--- src/rtl/ram_port_arbiter.sv ---
// Two-requester arbiter in front of a simple dual-port RAM: independent write/read grants,
// registered RAM commands and a fixed-latency tag pipeline that routes read data back.
module ram_port_arbiter #(
  parameter int MEM_WIDTH    = 32,
  parameter int MEM_DEPTH    = 10,
  parameter int READ_LATENCY = 1,
  parameter int OUTPUT_REG   = 0,
  parameter int PRIORITY     = 0
) (
  input  logic                   clk,
  input  logic                   rst,
  input  logic [1:0]             wr_valid,
  output logic [1:0]             wr_ready,
  input  logic [2*MEM_DEPTH-1:0] wr_addr,
  input  logic [2*MEM_WIDTH-1:0] wr_data,
  input  logic [1:0]             rd_valid,
  output logic [1:0]             rd_ready,
  input  logic [2*MEM_DEPTH-1:0] rd_addr,
  output logic [1:0]             rsp_valid,
  output logic [MEM_WIDTH-1:0]   rsp_data,
  output logic                   ram_wen,
  output logic [MEM_DEPTH-1:0]   ram_waddr,
  output logic [MEM_WIDTH-1:0]   ram_din,
  output logic [MEM_DEPTH-1:0]   ram_raddr,
  input  logic [MEM_WIDTH-1:0]   ram_dout
);

  localparam int L = 1 + READ_LATENCY + OUTPUT_REG;

  logic                 wr_ptr_q, wr_ptr_d;
  logic                 rd_ptr_q, rd_ptr_d;
  logic                 ram_wen_q, ram_wen_d;
  logic [MEM_DEPTH-1:0] ram_waddr_q, ram_waddr_d;
  logic [MEM_WIDTH-1:0] ram_din_q, ram_din_d;
  logic [MEM_DEPTH-1:0] ram_raddr_q, ram_raddr_d;
  logic [L-1:0]         tag_vld_q, tag_vld_d;
  logic [L-1:0]         tag_port_q, tag_port_d;
  logic [1:0]           wr_gnt, rd_gnt;

  // Pointer names the port that wins the next contention; a lone requester never moves it.
  function automatic logic [1:0] arbitrate(input logic [1:0] vld, input logic ptr);
    logic [1:0] g;
    g = 2'b00;
    if (PRIORITY != 0) begin
      if (vld[0])      g = 2'b01;
      else if (vld[1]) g = 2'b10;
    end else if (vld == 2'b11) begin
      g = ptr ? 2'b10 : 2'b01;
    end else begin
      g = vld;
    end
    return g;
  endfunction

  always_comb begin
    wr_gnt      = arbitrate(wr_valid, wr_ptr_q);
    rd_gnt      = arbitrate(rd_valid, rd_ptr_q);
    wr_ptr_d    = wr_ptr_q;
    rd_ptr_d    = rd_ptr_q;
    ram_wen_d   = |wr_gnt;
    ram_waddr_d = ram_waddr_q;
    ram_din_d   = ram_din_q;
    ram_raddr_d = ram_raddr_q;
    if (PRIORITY == 0 && wr_valid == 2'b11) wr_ptr_d = ~wr_ptr_q;
    if (PRIORITY == 0 && rd_valid == 2'b11) rd_ptr_d = ~rd_ptr_q;
    if (wr_gnt[0]) begin
      ram_waddr_d = wr_addr[0 +: MEM_DEPTH];
      ram_din_d   = wr_data[0 +: MEM_WIDTH];
    end else if (wr_gnt[1]) begin
      ram_waddr_d = wr_addr[MEM_DEPTH +: MEM_DEPTH];
      ram_din_d   = wr_data[MEM_WIDTH +: MEM_WIDTH];
    end
    if (rd_gnt[0])      ram_raddr_d = rd_addr[0 +: MEM_DEPTH];
    else if (rd_gnt[1]) ram_raddr_d = rd_addr[MEM_DEPTH +: MEM_DEPTH];
    // Stage 0 captures the handshake; the last stage lines up with ram_dout.
    tag_vld_d  = {tag_vld_q[L-2:0], |rd_gnt};
    tag_port_d = {tag_port_q[L-2:0], rd_gnt[1]};
  end

  always_ff @(posedge clk or posedge rst) begin
    if (rst) begin
      wr_ptr_q    <= 1'b0;
      rd_ptr_q    <= 1'b0;
      ram_wen_q   <= 1'b0;
      ram_waddr_q <= '0;
      ram_din_q   <= '0;
      ram_raddr_q <= '0;
      tag_vld_q   <= '0;
      tag_port_q  <= '0;
    end else begin
      wr_ptr_q    <= wr_ptr_d;
      rd_ptr_q    <= rd_ptr_d;
      ram_wen_q   <= ram_wen_d;
      ram_waddr_q <= ram_waddr_d;
      ram_din_q   <= ram_din_d;
      ram_raddr_q <= ram_raddr_d;
      tag_vld_q   <= tag_vld_d;
      tag_port_q  <= tag_port_d;
    end
  end

  assign wr_ready  = wr_gnt;
  assign rd_ready  = rd_gnt;
  assign ram_wen   = ram_wen_q;
  assign ram_waddr = ram_waddr_q;
  assign ram_din   = ram_din_q;
  assign ram_raddr = ram_raddr_q;
  assign rsp_valid = {tag_vld_q[L-1] & tag_port_q[L-1], tag_vld_q[L-1] & ~tag_port_q[L-1]};
  assign rsp_data  = ram_dout;

endmodule

--- config.mk ---
export PLATFORM = sky130hd
export DESIGN_NAME = ram_port_arbiter
export DESIGN_NICKNAME = d
export VERILOG_FILES = /design/src/rtl/ram_port_arbiter.sv
export SDC_FILE = /design/constraint.sdc
export NUM_CORES = 1
export LEC_CHECK = 0
export BUFFER_PORTS_ARGS = -buffer_cell sky130_fd_sc_hd__buf_2
export CORE_MARGIN = 4
export CORE_UTILIZATION = 46
export CTS_CLUSTER_SIZE = 10
export DETAILED_ROUTE_END_ITERATION = 16
export PLACE_DENSITY_LB_ADDON = 0.12
export SYNTH_ARGS = -nofsm -noshare
export SYNTH_HDL_FRONTEND = slang
export SYNTH_SLANG_ARGS = --single-unit
--- constraint.sdc ---
create_clock -name clk -period 2.95 [get_ports clk]
set_input_delay 0.1475 -clock clk [delete_from_list [all_inputs] [get_ports clk]]
set_output_delay 0.1475 -clock clk [all_outputs]
set_load 0.05 [all_outputs]
After elaboration in Yosys (flattened, before gate mapping)
Cells that the tools add are included.

storage, ports and cells
  register bits = 59
  input port bits = 142
  output and inout bits = 91

operators by class
  equal/unequal tests = 2
  multiplexer cells = 10
  bitwise gates (word level) = 5
  reductions and logical operators = 4

operator list
  operator              number
  $mux W32              2
  $mux W10              4
  $mux W2               4
  $eq A2 B2 Y1 const B  2
  $reduce_bool A2 Y1    2
  $reduce_or A2 Y1      2
  $not A1 Y1            3
  $and A1 B1 Y1         2

Depth between registers and ports, before layout
  depth in word-level cells = 4
  gate-level depth with buffers = 5

Worst setup path before layout
No wires, ideal clock.

  kind = register to output
  start = register wr_ptr_q
  end = output port wr_ready[1]
  data arrival time = 1750 ps
  path slack = 1053 ps
  stages on the path, launching flop included = 5
  path through = dfrtp_1 buf_4 buf_2 inv_1 a21boi_0

on the way
  word-level cells in the longest chain between the ends = 2

ends and longest elaborated chain
  item                    RTL line  text
  start, declared         30        logic wr_ptr_q, wr_ptr_d;
  start signal, assigned  91        wr_ptr_q <= wr_ptr_d;
  $mux W2                 48        g = ptr ? 2'b10 : 2'b01;
  $mux W2                 47        end else if (vld == 2'b11) begin
  end, declared           13        output logic [1:0] wr_ready,

Every way passes these cells.

Worst setup path after layout
  start = register rd_ptr_q
  end = output port rd_ready[1]

on the way
  word-level cells in the longest chain between the ends = 2

ends and longest elaborated chain
  item                    RTL line  text
  start, declared         31        logic rd_ptr_q, rd_ptr_d;
  start signal, assigned  92        rd_ptr_q <= rd_ptr_d;
  $mux W2                 48
  $mux W2                 47
  end, declared           17        output logic [1:0] rd_ready,

Every way passes these cells.

==> out/summary.txt <==
Run status -> completed
Number of rows in the core area -> 31
Cell Pwr Density -> 843 nW/um2
Portion of netlist area occupied by mux cells -> 14.9%
I/O pin cnt -> 233
Number of placed instances with taps included -> 557
Arrival time of the worst setup path -> 1.72 ns
Residual DRC count -> 0
Measured slew at the worst slew-check pin -> 0.950 ns
Floorplan die area -> 9030 um2
Top cell type by total area after synthesis -> sky130_fd_sc_hd__dfrtp_1
Antenna cells -> 0
Number of sinks handled by clock tree synthesis -> 59
Setup Viol. Count Final -> 0
Final worst clock skew -> 0.00877 ns
Required time of the critical path -> 2.80 ns
Starting density of the core -> 47.8%
Peak fanout along the critical path -> 13
HPWL after DPL -> 6.69 mm
Path class of the lowest-slack min-delay path -> primary input to asynchronous set/reset pin
Post-synth net total -> 493
Die Span X -> 95.0 um
Top cells by count, synth -> sky130_fd_sc_hd__dfrtp_1 (59), sky130_fd_sc_hd__a31oi_1 (52), sky130_fd_sc_hd__mux2i_1 (52)
Count of instances resized after the clock tree is built -> 0
Via count of the first global-routing pass -> 2,978
Final Hold Violating Endpoints -> 0
Area of the mapped netlist -> 3480 um2
Vertical die dimension -> 95.0 um
Proportion of synthesized chip area in sequential cells -> 42.4%
RSZ-0062 raised after global routing -> no
H-tree Lvls -> 3
Synth async-reset ratio -> 100%
Maximum ir drop on the vdd rail -> 0.358 mV
# nets final -> 611
Critical path type -> flop to output port
TritonCTS clock tree -> built
Main synth FF type -> sky130_fd_sc_hd__dfrtp_1
Gate Count Post-Synth -> 351
Sum of negative setup slack -> 0 ns
Detailed Route WL -> 9.41 mm
Overall overflow remaining after global route -> 0
Standard cell core area -> 7290 um2
Top-count cell post-synth -> sky130_fd_sc_hd__dfrtp_1
Worst Hold Margin -> 0.0328 ns
Final core occ -> 58.8%
Number of I/O port buffers -> 168
Cell types with the largest area share after synthesis -> sky130_fd_sc_hd__dfrtp_1 (42%), sky130_fd_sc_hd__mux2i_1 (15%), sky130_fd_sc_hd__a31oi_1 (9.3%), sky130_fd_sc_hd__buf_4 (8.0%), sky130_fd_sc_hd__and3_1 (7.5%)
Synthesized-area fraction occupied by adder cells -> 0%
Cts-stage hold buffer count -> 0
Fraction of final layout cells with drive strength greater than 1 -> 40.7%
Routability congestion estimate from global placement -> 0.768
Clk_lat worst skew -> 0.33 ns
First-pass GRT wire length -> 14.3 mm
Period utilization -> 63.4%
Total CTS buffers -> 9
Count of yosys warnings during synthesis -> 0
Maximum Capacitance Violations -> 0
Filler-free cell count of the finished design -> 573
Main combinational cell family by area after synthesis -> compound AO/OA/AOI/OAI gates
Slew headroom -> 36.5%
Xor and xnor area share after synthesis -> 0.503%
Static leakage -> 2.31 nW
EDFF count, synth -> 0
Filler cell count in the final layout -> 706
Endpoint kind of the worst setup timing path -> output port
Count of cell types in the netlist -> 22
Final cell area excluding filler cells -> 4290 um2
Area added between synthesis and finish -> 23.0%
Post-synthesis compound-gate area fraction -> 17.2%
Top-area cell type share of the netlist area -> 42.4%
Clock period minus final worst setup slack -> 1.87 ns
Antenna violations before repair -> 0
Placed Area -> 4040 um2
Maximum clock frequency -> 534 MHz
Largest net degree at the start of global routing -> 49
Detailed Route Iter0 Violations -> 108
Depth of the worst register-to-register path -> 4
Simple-gate share of the synthesized area -> 11.6%
Avg WL per Cell -> 16.4 um
Count of final max-slew check failures -> 0
First-pass DRT Iterations -> 4
Maximum buffer depth of the clock tree -> 2
Global-route usage over all layers -> 20.2%
Root Buffer Master -> sky130_fd_sc_hd__clkbuf_8
DRT antenna net count -> 0
Vias per std cell -> 5.42
Vias -> 3,105
Mean instance size in the synthesized netlist -> 9.93 um2
Post-CTS setup repair buffer count -> 0
Setup crit start kind -> flop
Synthesized flop and latch total -> 59
Reg clk slew, reported paths -> 0.07 ns
[sequential cells by signal, summed over array words and instances, names as in the netlist]
| signal | flops |
|---|---|
| ram_raddr | 10 |
| ram_waddr | 10 |
| wr_ptr_q | 1 |
| ram_din | 32 |
| ram_wen | 1 |
| tag_port_q | 2 |
| tag_vld_q | 2 |
| rd_ptr_q | 1 |
[report_power, final]
group,switching [mW],total (mW),internal (mW)
combinational,1.15,1.59,0.441
clock,0.314,0.896,0.582
sequential,0.124,1.13,1.01
[kinds of logic after synthesis]
kind of cell / count (synthesis)
simple gates: 62
compound gates: 106
buf+inv: 70
flops: 59
xor+xnor: 2
mux: 52
[cell usage in the layout (no fill, tap or decap)]
| master | n |
|---|---|
| sky130_fd_sc_hd__a21boi_0 | 2 |
| sky130_fd_sc_hd__and3b_1 | 10 |
| sky130_fd_sc_hd__dfrtp_1 | 59 |
| sky130_fd_sc_hd__nor2b_1 | 1 |
| sky130_fd_sc_hd__nand2_1 | 3 |
| sky130_fd_sc_hd__buf_4 | 7 |
| sky130_fd_sc_hd__inv_1 | 2 |
| sky130_fd_sc_hd__clkinv_2 | 2 |
| sky130_fd_sc_hd__inv_2 | 1 |
| sky130_fd_sc_hd__clkbuf_1 | 1 |
| sky130_fd_sc_hd__mux2i_1 | 52 |
| sky130_fd_sc_hd__o21ai_0 | 16 |
| sky130_fd_sc_hd__and2_1 | 2 |
| sky130_fd_sc_hd__a31oi_1 | 52 |
| sky130_fd_sc_hd__buf_2 | 167 |
| sky130_fd_sc_hd__clkbuf_8 | 10 |
| sky130_fd_sc_hd__o21ai_1 | 36 |
| sky130_fd_sc_hd__xnor2_1 | 2 |
| sky130_fd_sc_hd__or2_2 | 2 |
| sky130_fd_sc_hd__nand2b_1 | 1 |
| sky130_fd_sc_hd__and3_1 | 42 |
| sky130_fd_sc_hd__nand2_2 | 1 |
| sky130_fd_sc_hd__bufinv_16 | 3 |
[critical path, cell delays in order (launching register included)]
cell,delay [ns]
sky130_fd_sc_hd__dfrtp_1,0.55
sky130_fd_sc_hd__nand2b_1,0.42
sky130_fd_sc_hd__nand2_1,0.09
sky130_fd_sc_hd__inv_1,0.07
sky130_fd_sc_hd__buf_2,0.26
[final timing paths]
check / startpoint / endpoint / slack, ns
worst max-delay path: rd_ptr_q$_DFFE_PP0N_ / rd_ready[1] / 1.08
worst min-delay path: rst / ram_din[12]$_DFFE_PP0P_ / 0.03
worst max register to register: wr_ptr_q$_DFFE_PP0N_ / ram_din[31]$_DFFE_PP0P_ / 1.56
worst min register to register: tag_port_q[0]$_DFF_PP0_ / tag_port_q[1]$_DFF_PP0_ / 0.35
max in group asynchronous: rst / ram_waddr[8]$_DFFE_PP0P_ / 2.12
min in group clk: wr_addr[2] / ram_waddr[2]$_DFFE_PP0P_ / 0.05
[final cells by class]
type	instances	area (um2)	area share, %
sequential	59	1480	34.5
timing repair buffer	174	888	20.7
multi-input combinational	222	1540	36.0
inverter	3	11.3	0.263
tap	99	124	2.89
clock inverter	5	100	2.34
clock buffer	11	141	3.30
[layer usage]
metal  up-vias  routed length, um  GRT usage (%)
li1       1495                  -              -
met3        24                734           5.45
met5         -                  0              0
met4         0                184           7.69
met1      1451               4070           26.8
met2       135               4420           31.8
[through the flow]
| step | setup slack [ns] | total power [mW] |
|---|---|---|
| after floorplan | 1.05 | 2.46 |
| after global placement | 1.17 | 2.72 |
| after detailed placement | 1.14 | 2.75 |
| after CTS | 1.05 | 3.65 |
| after global routing | 0.916 | 3.81 |
| final | 1.08 | 3.61 |
Note: power is estimated with default switching activity, not from simulation.
